[src/rtl/mem_access_ctrl.sv]
// MEM-stage data-memory access sequencer: issues one level req/ack transaction per
// load/store, stalls the pipeline until it completes, and flags timeouts.
module mem_access_ctrl #(
    parameter int unsigned WAIT_MAX = 64,
    parameter int unsigned CNT_W    = 32
) (
    input  logic             clk_i,
    input  logic             rst_i,
    input  logic             MemRead_i,
    input  logic             MemWrite_i,
    input  logic [31:0]      addr_i,
    input  logic [31:0]      wdata_i,
    input  logic             mem_ack_i,
    input  logic [31:0]      mem_rdata_i,
    output logic             mem_req_o,
    output logic             mem_we_o,
    output logic [31:0]      mem_addr_o,
    output logic [31:0]      mem_wdata_o,
    output logic             stall_o,
    output logic [31:0]      rdata_o,
    output logic             err_o,
    output logic [CNT_W-1:0] stall_cnt_o
);
    typedef enum logic [1:0] {IDLE, BUSY, DONE} state_e;

    localparam logic [7:0] WAIT_LAST = 8'(WAIT_MAX - 1);

    state_e           state_q, state_d;
    logic             we_q, we_d;
    logic [31:0]      addr_q, addr_d;
    logic [31:0]      wdata_q, wdata_d;
    logic [31:0]      rdata_q, rdata_d;
    logic             err_q, err_d;
    logic [7:0]       wait_q, wait_d;
    logic [CNT_W-1:0] stall_cnt_q, stall_cnt_d;
    logic             access;
    logic             stall;

    always_comb begin
        state_d     = state_q;
        we_d        = we_q;
        addr_d      = addr_q;
        wdata_d     = wdata_q;
        rdata_d     = rdata_q;
        err_d       = err_q;
        wait_d      = wait_q;
        stall_cnt_d = stall_cnt_q;
        access      = MemRead_i | MemWrite_i;
        stall       = 1'b0;

        case (state_q)
            IDLE: begin
                // Stall is raised combinationally so the pipeline holds at this very edge.
                stall = access;
                if (access) begin
                    addr_d  = addr_i;
                    wdata_d = wdata_i;
                    we_d    = MemWrite_i;
                    wait_d  = '0;
                    state_d = BUSY;
                end
            end
            BUSY: begin
                stall  = 1'b1;
                wait_d = wait_q + 8'd1;
                if (mem_ack_i) begin
                    if (!we_q) begin
                        rdata_d = mem_rdata_i;
                    end
                    state_d = DONE;
                end else if (wait_q == WAIT_LAST) begin
                    err_d   = 1'b1;
                    rdata_d = '0;
                    state_d = DONE;
                end
            end
            DONE: begin
                state_d = IDLE;
            end
            default: begin
                state_d = IDLE;
            end
        endcase

        if (stall && (stall_cnt_q != '1)) begin
            stall_cnt_d = stall_cnt_q + CNT_W'(1);
        end
    end

    always_ff @(posedge clk_i or posedge rst_i) begin
        if (rst_i) begin
            state_q     <= IDLE;
            we_q        <= 1'b0;
            addr_q      <= '0;
            wdata_q     <= '0;
            rdata_q     <= '0;
            err_q       <= 1'b0;
            wait_q      <= '0;
            stall_cnt_q <= '0;
        end else begin
            state_q     <= state_d;
            we_q        <= we_d;
            addr_q      <= addr_d;
            wdata_q     <= wdata_d;
            rdata_q     <= rdata_d;
            err_q       <= err_d;
            wait_q      <= wait_d;
            stall_cnt_q <= stall_cnt_d;
        end
    end

    // Reset must drop stall immediately even if a load/store is still presented.
    assign stall_o     = stall & ~rst_i;
    assign mem_req_o   = (state_q == BUSY);
    assign mem_we_o    = we_q;
    assign mem_addr_o  = addr_q;
    assign mem_wdata_o = wdata_q;
    assign rdata_o     = rdata_q;
    assign err_o       = err_q;
    assign stall_cnt_o = stall_cnt_q;
endmodule

[config.mk]
export PLATFORM = sky130hd
export DESIGN_NAME = mem_access_ctrl
export DESIGN_NICKNAME = d
export VERILOG_FILES = /design/src/rtl/mem_access_ctrl.sv
export SDC_FILE = /design/constraint.sdc
export NUM_CORES = 1
export LEC_CHECK = 0
export CORE_MARGIN = 8
export CORE_UTILIZATION = 40
export CTS_BUF_LIST = sky130_fd_sc_hd__clkbuf_16
export DETAILED_ROUTE_END_ITERATION = 6
export PLACE_DENSITY = 0.84
export SLEW_MARGIN = 30
export SYNTH_ARGS = -nofsm -noshare
export SYNTH_HDL_FRONTEND = slang
export SYNTH_SLANG_ARGS = --single-unit
[constraint.sdc]
create_clock -name clk_i -period 14 [get_ports clk_i]
set_input_delay 2.8 -clock clk_i [delete_from_list [all_inputs] [get_ports clk_i]]
set_output_delay 2.8 -clock clk_i [all_outputs]
set_load 0.05 [all_outputs]
Yosys cells after proc, flatten, opt, wreduce, memory -nomap -nowiden
Index checks and enable logic that the tools add are counted.
- register bits after elaboration: 140
- latch bits: 0
- bits in writable memories: 0
- bits in read-only memories: 0
- output and inout port bits: 132
- word-level logic and storage cells: 39
- memories kept: 0
- add/subtract/negate cells: 2
- $mul: 0
- divide/modulo/power cells: 0
- order comparisons: 0
- equal/unequal tests: 6
- shift operators: 0
- multiplexer cells: 10
- bitwise operators: 4
- reduce and logical (&&, ||, !) cells: 9
- operators with widths (cell ; number):
    $mux 32 ; 3
    $add 32x1->32 const B ; 1
    $ne 32x32->1 const B ; 1
    $pmux 8 s2 ; 1
    $add 8x1->8 const B ; 1
    $eq 8x6->1 const B ; 1
    $mux 8 ; 1
    $mux 2 ; 3
    $reduce_and 2->1 ; 3
    $reduce_and 3->1 ; 2
    $ne 2x2->1 const B ; 2
    $pmux 2 s2 ; 1
    $reduce_bool 2->1 ; 2
    $ne 3x2->1 const B ; 1
    $eq 2x1->1 const B ; 1
    $logic_not 2->1 ; 1
    $not 1->1 ; 2
    $pmux 1 s2 ; 1
    $and 1x1->1 ; 1
    $logic_and 1x1->1 ; 1
    $or 1x1->1 ; 1

Logic depth before layout (Yosys ltp)
Gate-level depths: netlist of run 1.
- depth in word-level cells: 4
- gate-level depth with buffers: 7

Worst setup path after synthesis of run 1
Ideal clock, no wire load.
- path type: input port to output port
- start point: input MemWrite_i
- end point: output stall_o
- arrival: 3.940 ns
- path slack: 7.260 ns
- stages on the path: 4
- path buffers: 1
- cells stage by stage: nor3_2 > or2_2 > clkbuf_1 > nor2_1
- cells in the longest elaborated chain, start to end: 3
- ends and longest elaborated chain (item ; RTL line ; source):
    start: declaration ; 10 ; input logic MemWrite_i,
    $or 1x1->1 ; 48 ; access = MemRead_i | MemWrite_i;
    $pmux 1 s2 ; 51 ; case (state_q)
    $and 1x1->1 ; 113 ; assign stall_o = stall & ~rst_i;
    end: declaration ; 19 ; output logic stall_o,
No other way between the ends.

Worst setup path in the final report of run 1
Ends and elaborated chain as after synthesis.

==> results of run 1 <==
==> routing by layer <==
layer  vias to the layer above  part of all wire (%)
li1                       2288                     -
met1                      2275                    40
met2                       208                    45
met3                        17                    13
met4                         0                   1.4
met5                         -                     0
==> sequential cells by signal, summed over array words and instances, names as in the netlist <==
signal,flops
stall_cnt_o,32
mem_addr_o,32
state_q,2
err_o,1
rdata_o,32
mem_we_o,1
mem_wdata_o,32
wait_q,8
==> synthesized netlist by cell type <==
master and n:
o21a_1 2, xnor2_1 22, and2_1 2, a41o_1 1, nand4_4 1, nor2_1 18, and3_2 2, a22o_1 34
nor4_1 1, nor3_1 5, nand4_2 2, mux2_2 2, nor2b_1 1, a21o_1 1, nand4b_1 1, nand4_1 11
nor3_2 1, buf_2 2, nand3_1 21, nand2_1 208, inv_1 3, a41o_2 1, or2_2 1, a21boi_0 1
clkbuf_1 23, o21ai_0 6, nand3b_1 1, o31ai_1 2, o21ai_1 2, and3_1 7, nor4_4 2, nand2b_1 2
mux2i_1 1, dfrtp_1 140, xor2_1 6, ha_1 2, and4_4 1, o211ai_1 2, and4_1 4
==> cell type report <==
type                       instances  area (um2)  area share, %
clock inverter                    15       195.2          2.219
multi-input combinational        377        2049          23.30
tap                              180       225.2          2.561
clock buffer                      17       425.4          4.837
inverter                           3       16.27         0.1849
timing repair buffer             238        2380          27.06
sequential                       140        3503          39.83
==> per-stage QoR <==
| step | area, um2 | setup slack [ps] | utilization, % |
|---|---|---|---|
| after floorplan | 5644 | 7260 | - |
| after global routing | 8795 | 6314 | 63.61 |
| after global placement | 8154 | 6404 | 58.97 |
| after CTS | 8775 | 6368 | 63.46 |
| after detailed placement | 8154 | 6370 | 58.97 |
| final | 8795 | 6382 | 63.61 |
==> critical path, stage by stage <==
cell	delay, ps
clkdlybuf4s50_1	510
nor3_2	460
or2_2	290
nor2_1	50
clkdlybuf4s50_1	700
==> worst max path at each step <==
stage               start      end  cells past startpoint
6_report       MemWrite_i  stall_o                      5
5_1_grt        MemWrite_i  stall_o                      5
4_1_cts        MemWrite_i  stall_o                      5
3_5_place_dp   MemWrite_i  stall_o                      5
3_3_place_gp   MemWrite_i  stall_o                      5
2_1_floorplan  MemWrite_i  stall_o                      4
==> where the power goes <==
group	switching (W)	total (W)	leakage, nW	internal, W
Sequential	0.0000962	0.000652	1.78	0.000555
Clock	0.000174	0.000472	0.303	0.000298
Combinational	0.000777	0.00115	1.95	0.000372
Total	0.00105	0.00227	4.04	0.00123
==> logic make-up (layout without fill, tap and decap cells) <==
group / Yosys count / count (layout) / synth area share, %
muxes: 3 / 3 / 0.5763
DFF: 140 / 140 / 62.07
and+or+nand+nor: 292 / 292 / 23.23
buffers and inverters: 28 / 273 / 1.906
adders and majority gates: 2 / 2 / 0.4433
AOI/OAI and AO/OA: 52 / 52 / 7.426
xor gates and xnor gates: 28 / 28 / 4.345
==> results.py, run 1 <==
metrics = {
    "outcome": {
        "status": "finished, final reports clean",
    },
    "worst_setup_path": {
        "reg2reg_depth": 5,
        "crit_fanout": 7,
        "cp-end-kind": "output port",
        "arrival_ps": 4820,
        "reg2reg_slack_ps": 11610,
        "r2r_start": "stall_cnt_o[9]",
        "crit_path_start_kind": "input port",
        "worst_ep_required_time_ps": 11200,
        "path_class": "input port to output port",
        "r2r_end": "stall_cnt_o[1]",
    },
    "grt": {
        "busiest_layer": "met2",
        "track_usage_pct": 18.20,
        "antenna_found_initial": 0,
        "grt_max_degree": 73,
        "grt_pass1_wl_um": 26010,
        "overflow": 0,
        "use_met1_pct": 21.81,
        "grtUsageMet2_pct": 27.54,
        "grt_util_met3_pct": 9.138,
        "grt_pass1_vias": 4956,
    },
    "floorplanning": {
        "std_cell_rows": 43,
        "ios": 233,
        "start_util_pct": 40.82,
        "dieArea_mm2": 0.01817,
        "die_h_um": 134.8,
        "die_w_um": 134.8,
        "core_mm2": 0.01383,
    },
    "synth": {
        "ys_warn_count": 0,
        "synth_top_area_share_pct": 62.07,
        "avgSynthCellArea_um2": 10.36,
        "syn_area_mm2": 0.005644,
        "syn-num-nets": 648,
        "synth-seq-area-share_pct": 62.07,
        "ys_ff_latch": 140,
        "yosys.area.top_type": "dfrtp_1",
        "ys_types": 39,
        "netlist_instances": 545,
        "synthTopCellsByArea": "dfrtp_1 62%, nand2_1 14%, a22o_1 5.3%",
    },
    "cells_and_area": {
        "final_common_cell": "clkdlybuf4s50_1",
        "final_nets": 880,
        "final_cells": 970,
        "drive_gt1_share_pct": 6.962,
        "synthToLayoutAreaGrowth_pct": 55.82,
        "diodes": 0,
        "layout_common_cells": "232 x clkdlybuf4s50_1, 208 x nand2_1, 140 x dfrtp_1",
        "fillers": 1092,
    },
    "sta": {
        "rsz0062_at_grt": "no",
        "timing.hold.ws_ps": 473.4,
        "final-max-slew-violation-count": 0,
        "setup_tns_ps": 0,
        "tightest_slew_ps": 754.1,
        "clock_skew_ps": 9.462,
        "finalCritPeriodShare_pct": 54.41,
        "fin_crit_ps": 7618,
        "setup_viol": 0,
        "slew_headroom_pct": 49.72,
        "hold_violations": 0,
        "max_clock_freq_mhz": 131.3,
    },
    "route": {
        "drt_first_pass_iters": 4,
        "drc_errors": 0,
        "routed_via_density": 4.936,
        "drt-wirelength-per-cell_um": 16.84,
        "ant_nets": 0,
        "finalWirelength_um": 16330,
        "via_count": 4788,
        "drt-initial-drc-count": 220,
    },
    "cts": {
        "cts_made_buffers": 17,
        "cts_htree_levels": 4,
        "cts_hold_buf": 0,
        "cts_buffer_depth": 2,
        "cts_setup_buffers": 0,
        "cts-resized-gates": 0,
        "clk_pin_slew_ps": 60,
        "cts_root_buf": "clkbuf_16",
        "clk_latency_ps": 410,
        "clock-sinks": 140,
        "cts_tree": "yes",
    },
    "hold_path": {
        "min_path_cells": 1,
        "whs_endpoint": "err_o",
        "min-delay-start": "err_o",
        "hold_class": "register to register",
    },
    "placement": {
        "dp.cells": 937,
        "dp_hpwl_um": 11610,
        "place_congestion": 0.7654,
        "port-buffer-count": 232,
    },
    "run": {
        "cap_violations": 0,
    },
    "power_and_ir_drop": {
        "power_density_mw_per_mm2": 258.5,
        "power_w": 0.002273,
        "power_leakage_nw": 4.038,
        "vdd_drop_max_uv": 142.6,
    },
}
No activity file was read; power rests on OpenSTA's default activity.
==> run 2: changes to the inputs <==
==> constraint.sdc (replaced) <==
create_clock -name clk_i -period 7.27 [get_ports clk_i]
set_input_delay 1.454 -clock clk_i [delete_from_list [all_inputs] [get_ports clk_i]]
set_output_delay 1.454 -clock clk_i [all_outputs]
set_load 0.05 [all_outputs]
==> run 2 against run 1 <==
Net effect: total power up 92%; sequential cell count did not move; highest routed layer unchanged; first-iteration DRC count up 5.5%; critical endpoint unchanged.
==> results.py, run 2 (synthesis results as in run 1) <==
metrics = {
    "cts": {
        "cts_root_buf": "clkbuf_16",
        "cts_hold_buf": 0,
        "cts_tree": "yes",
        "cts_made_buffers": 17,
        "clk_latency_ps": 410,
        "clock-sinks": 140,
        "cts_setup_buffers": 0,
        "clk_pin_slew_ps": 60,
        "cts_htree_levels": 4,
        "cts-resized-gates": 0,
        "cts_buffer_depth": 2,
    },
    "route": {
        "drt-wirelength-per-cell_um": 16.64,
        "via_count": 4768,
        "drt_first_pass_iters": 4,
        "routed_via_density": 4.926,
        "drc_errors": 0,
        "drt-initial-drc-count": 232,
        "finalWirelength_um": 16110,
        "ant_nets": 0,
    },
    "power_and_ir_drop": {
        "vdd_drop_max_uv": 388.8,
        "p_seq_share_pct": 28.8,
        "p_comb_share_pct": 50.7,
        "power_leakage_nw": 4.024,
        "p_int_w": 0.002354,
        "pwr-share-clk_pct": 20.5,
        "p_switching_w": 0.002000,
        "swShare_pct": 45.94,
        "power_density_mw_per_mm2": 496.8,
    },
    "sta": {
        "tightest_slew_ps": 718.4,
        "hold_violations": 0,
        "rsz0062_at_grt": "no",
        "finalCritPeriodShare_pct": 67.88,
        "max_clock_freq_mhz": 202.6,
        "clock_skew_ps": 9.107,
        "worst_slack_ps": 2335,
        "timing.hold.ws_ps": 469.9,
        "slew_headroom_pct": 52.11,
        "final-max-slew-violation-count": 0,
        "fin_crit_ps": 4935,
        "setup_tns_ps": 0,
        "setup_viol": 0,
    },
    "worst_setup_path": {
        "path_delay_family": "buffers and inverters",
        "cpPeakStageDelay_ps": 810,
        "path_class": "input port to output port",
        "crit_fanout": 7,
        "reg2reg_slack_ps": 4910,
        "crit_path_start": "MemWrite_i",
        "crit_path_start_kind": "input port",
        "crit_top_cell": "clkdlybuf4s50_1",
        "reg2reg_depth": 5,
        "path_cells": "clkdlybuf4s50_1, nor3_2, or2_2, nor2_1, clkdlybuf4s50_1",
        "worstSetupPathDepth": 5,
        "r2r_start": "stall_cnt_o[9]",
        "cp-end-kind": "output port",
        "worst-path-buf-inv": 2,
        "worst_ep_required_time_ps": 5820,
        "slowest_stage": "clkdlybuf4s50_1",
        "arrival_ps": 3480,
    },
    "floorplanning": {
        "ios": 233,
        "core_mm2": 0.01383,
        "die_h_um": 134.8,
        "die_w_um": 134.8,
        "dieArea_mm2": 0.01817,
        "start_util_pct": 40.82,
        "std_cell_rows": 43,
    },
    "cells_and_area": {
        "synthToLayoutAreaGrowth_pct": 55.26,
        "layout_common_cells": "232 x clkdlybuf4s50_1, 208 x nand2_1, 140 x dfrtp_1",
        "final_nets": 879,
        "diodes": 0,
        "final_util_pct": 63.38,
        "final_common_cell": "clkdlybuf4s50_1",
        "fillers": 1064,
        "drive_gt1_share_pct": 6.218,
        "finalInstanceArea_mm2": 0.008763,
    },
    "hold_path": {
        "hold_class": "register to register",
        "min-delay-start": "err_o",
        "min_path_cells": 1,
    },
    "placement": {
        "port-buffer-count": 232,
        "place_congestion": 0.7623,
        "dp_hpwl_um": 11470,
        "pre_cts_slack_ps": 2330,
        "place_area_mm2": 0.008158,
    },
    "grt": {
        "antenna_found_initial": 0,
        "overflow": 0,
        "grt_pass1_vias": 4960,
        "grt_max_degree": 80,
        "grt_pass1_wl_um": 25740,
        "track_usage_pct": 17.88,
    },
    "run": {
        "cap_violations": 0,
    },
    "outcome": {
        "status": "finished, final reports clean",
    },
}
[run 2: changes by cell type in the layout (fill, tap and decap cells not counted)]
cell        delta
clkinvlp_4     +1
inv_1          +3
clkinv_1       +1
clkinv_2       -4
buf_12         -1
buf_6          +1
buf_4          -1
inv_6          -1
clkinv_4       -1
[run 2: final cells by class]
type | count | area (um2) | area share (%)
timing repair buffer | 237 | 2364 | 26.97
clock inverter | 14 | 180.2 | 2.056
clock buffer | 17 | 425.4 | 4.854
sequential | 140 | 3503 | 39.98
inverter | 3 | 16.27 | 0.1856
tap | 180 | 225.2 | 2.570
multi-input combinational | 377 | 2049 | 23.39
[run 2: worst reg2reg max path: cells and delay by family, from the launching register on]
kind	cells	cell delay, ps
mux	1	350
simple gates	4	1470
flops	1	420
[run 2: final timing paths]
path	endpoint
min	err_o
min reg2reg	err_o
max	stall_o
max reg2reg	stall_cnt_o[1]
min in group asynchronous	rdata_o[0]
max in group asynchronous	stall_cnt_o[27]
[run 2: metrics by stage]
step	std cells	total power, W
finish	968	0.004354
global route	968	0.004573
CTS	968	0.004399
detailed placement	937	0.003490
global placement	937	0.003454
floorplan	545	0.002686
[run 2: layer usage]
| layer | share of wire, % | global-route usage, % |
|---|---|---|
| met1 | 41 | 21.81 |
| met2 | 45 | 26.98 |
| met3 | 13 | 9.510 |
| met4 | 0.78 | 4.803 |
| met5 | 0 | 0 |
[run 2: power groups by stage]
stage / Combinational [W] / Sequential, W / Clock, W
after detailed placement: 0.00223 / 0.00126 / 0
after global placement: 0.00220 / 0.00125 / 0
after CTS: 0.00223 / 0.00126 / 0.000909
final: 0.00221 / 0.00126 / 0.000891
after global routing: 0.00233 / 0.00129 / 0.000945
after floorplan: 0.000477 / 0.00221 / 0
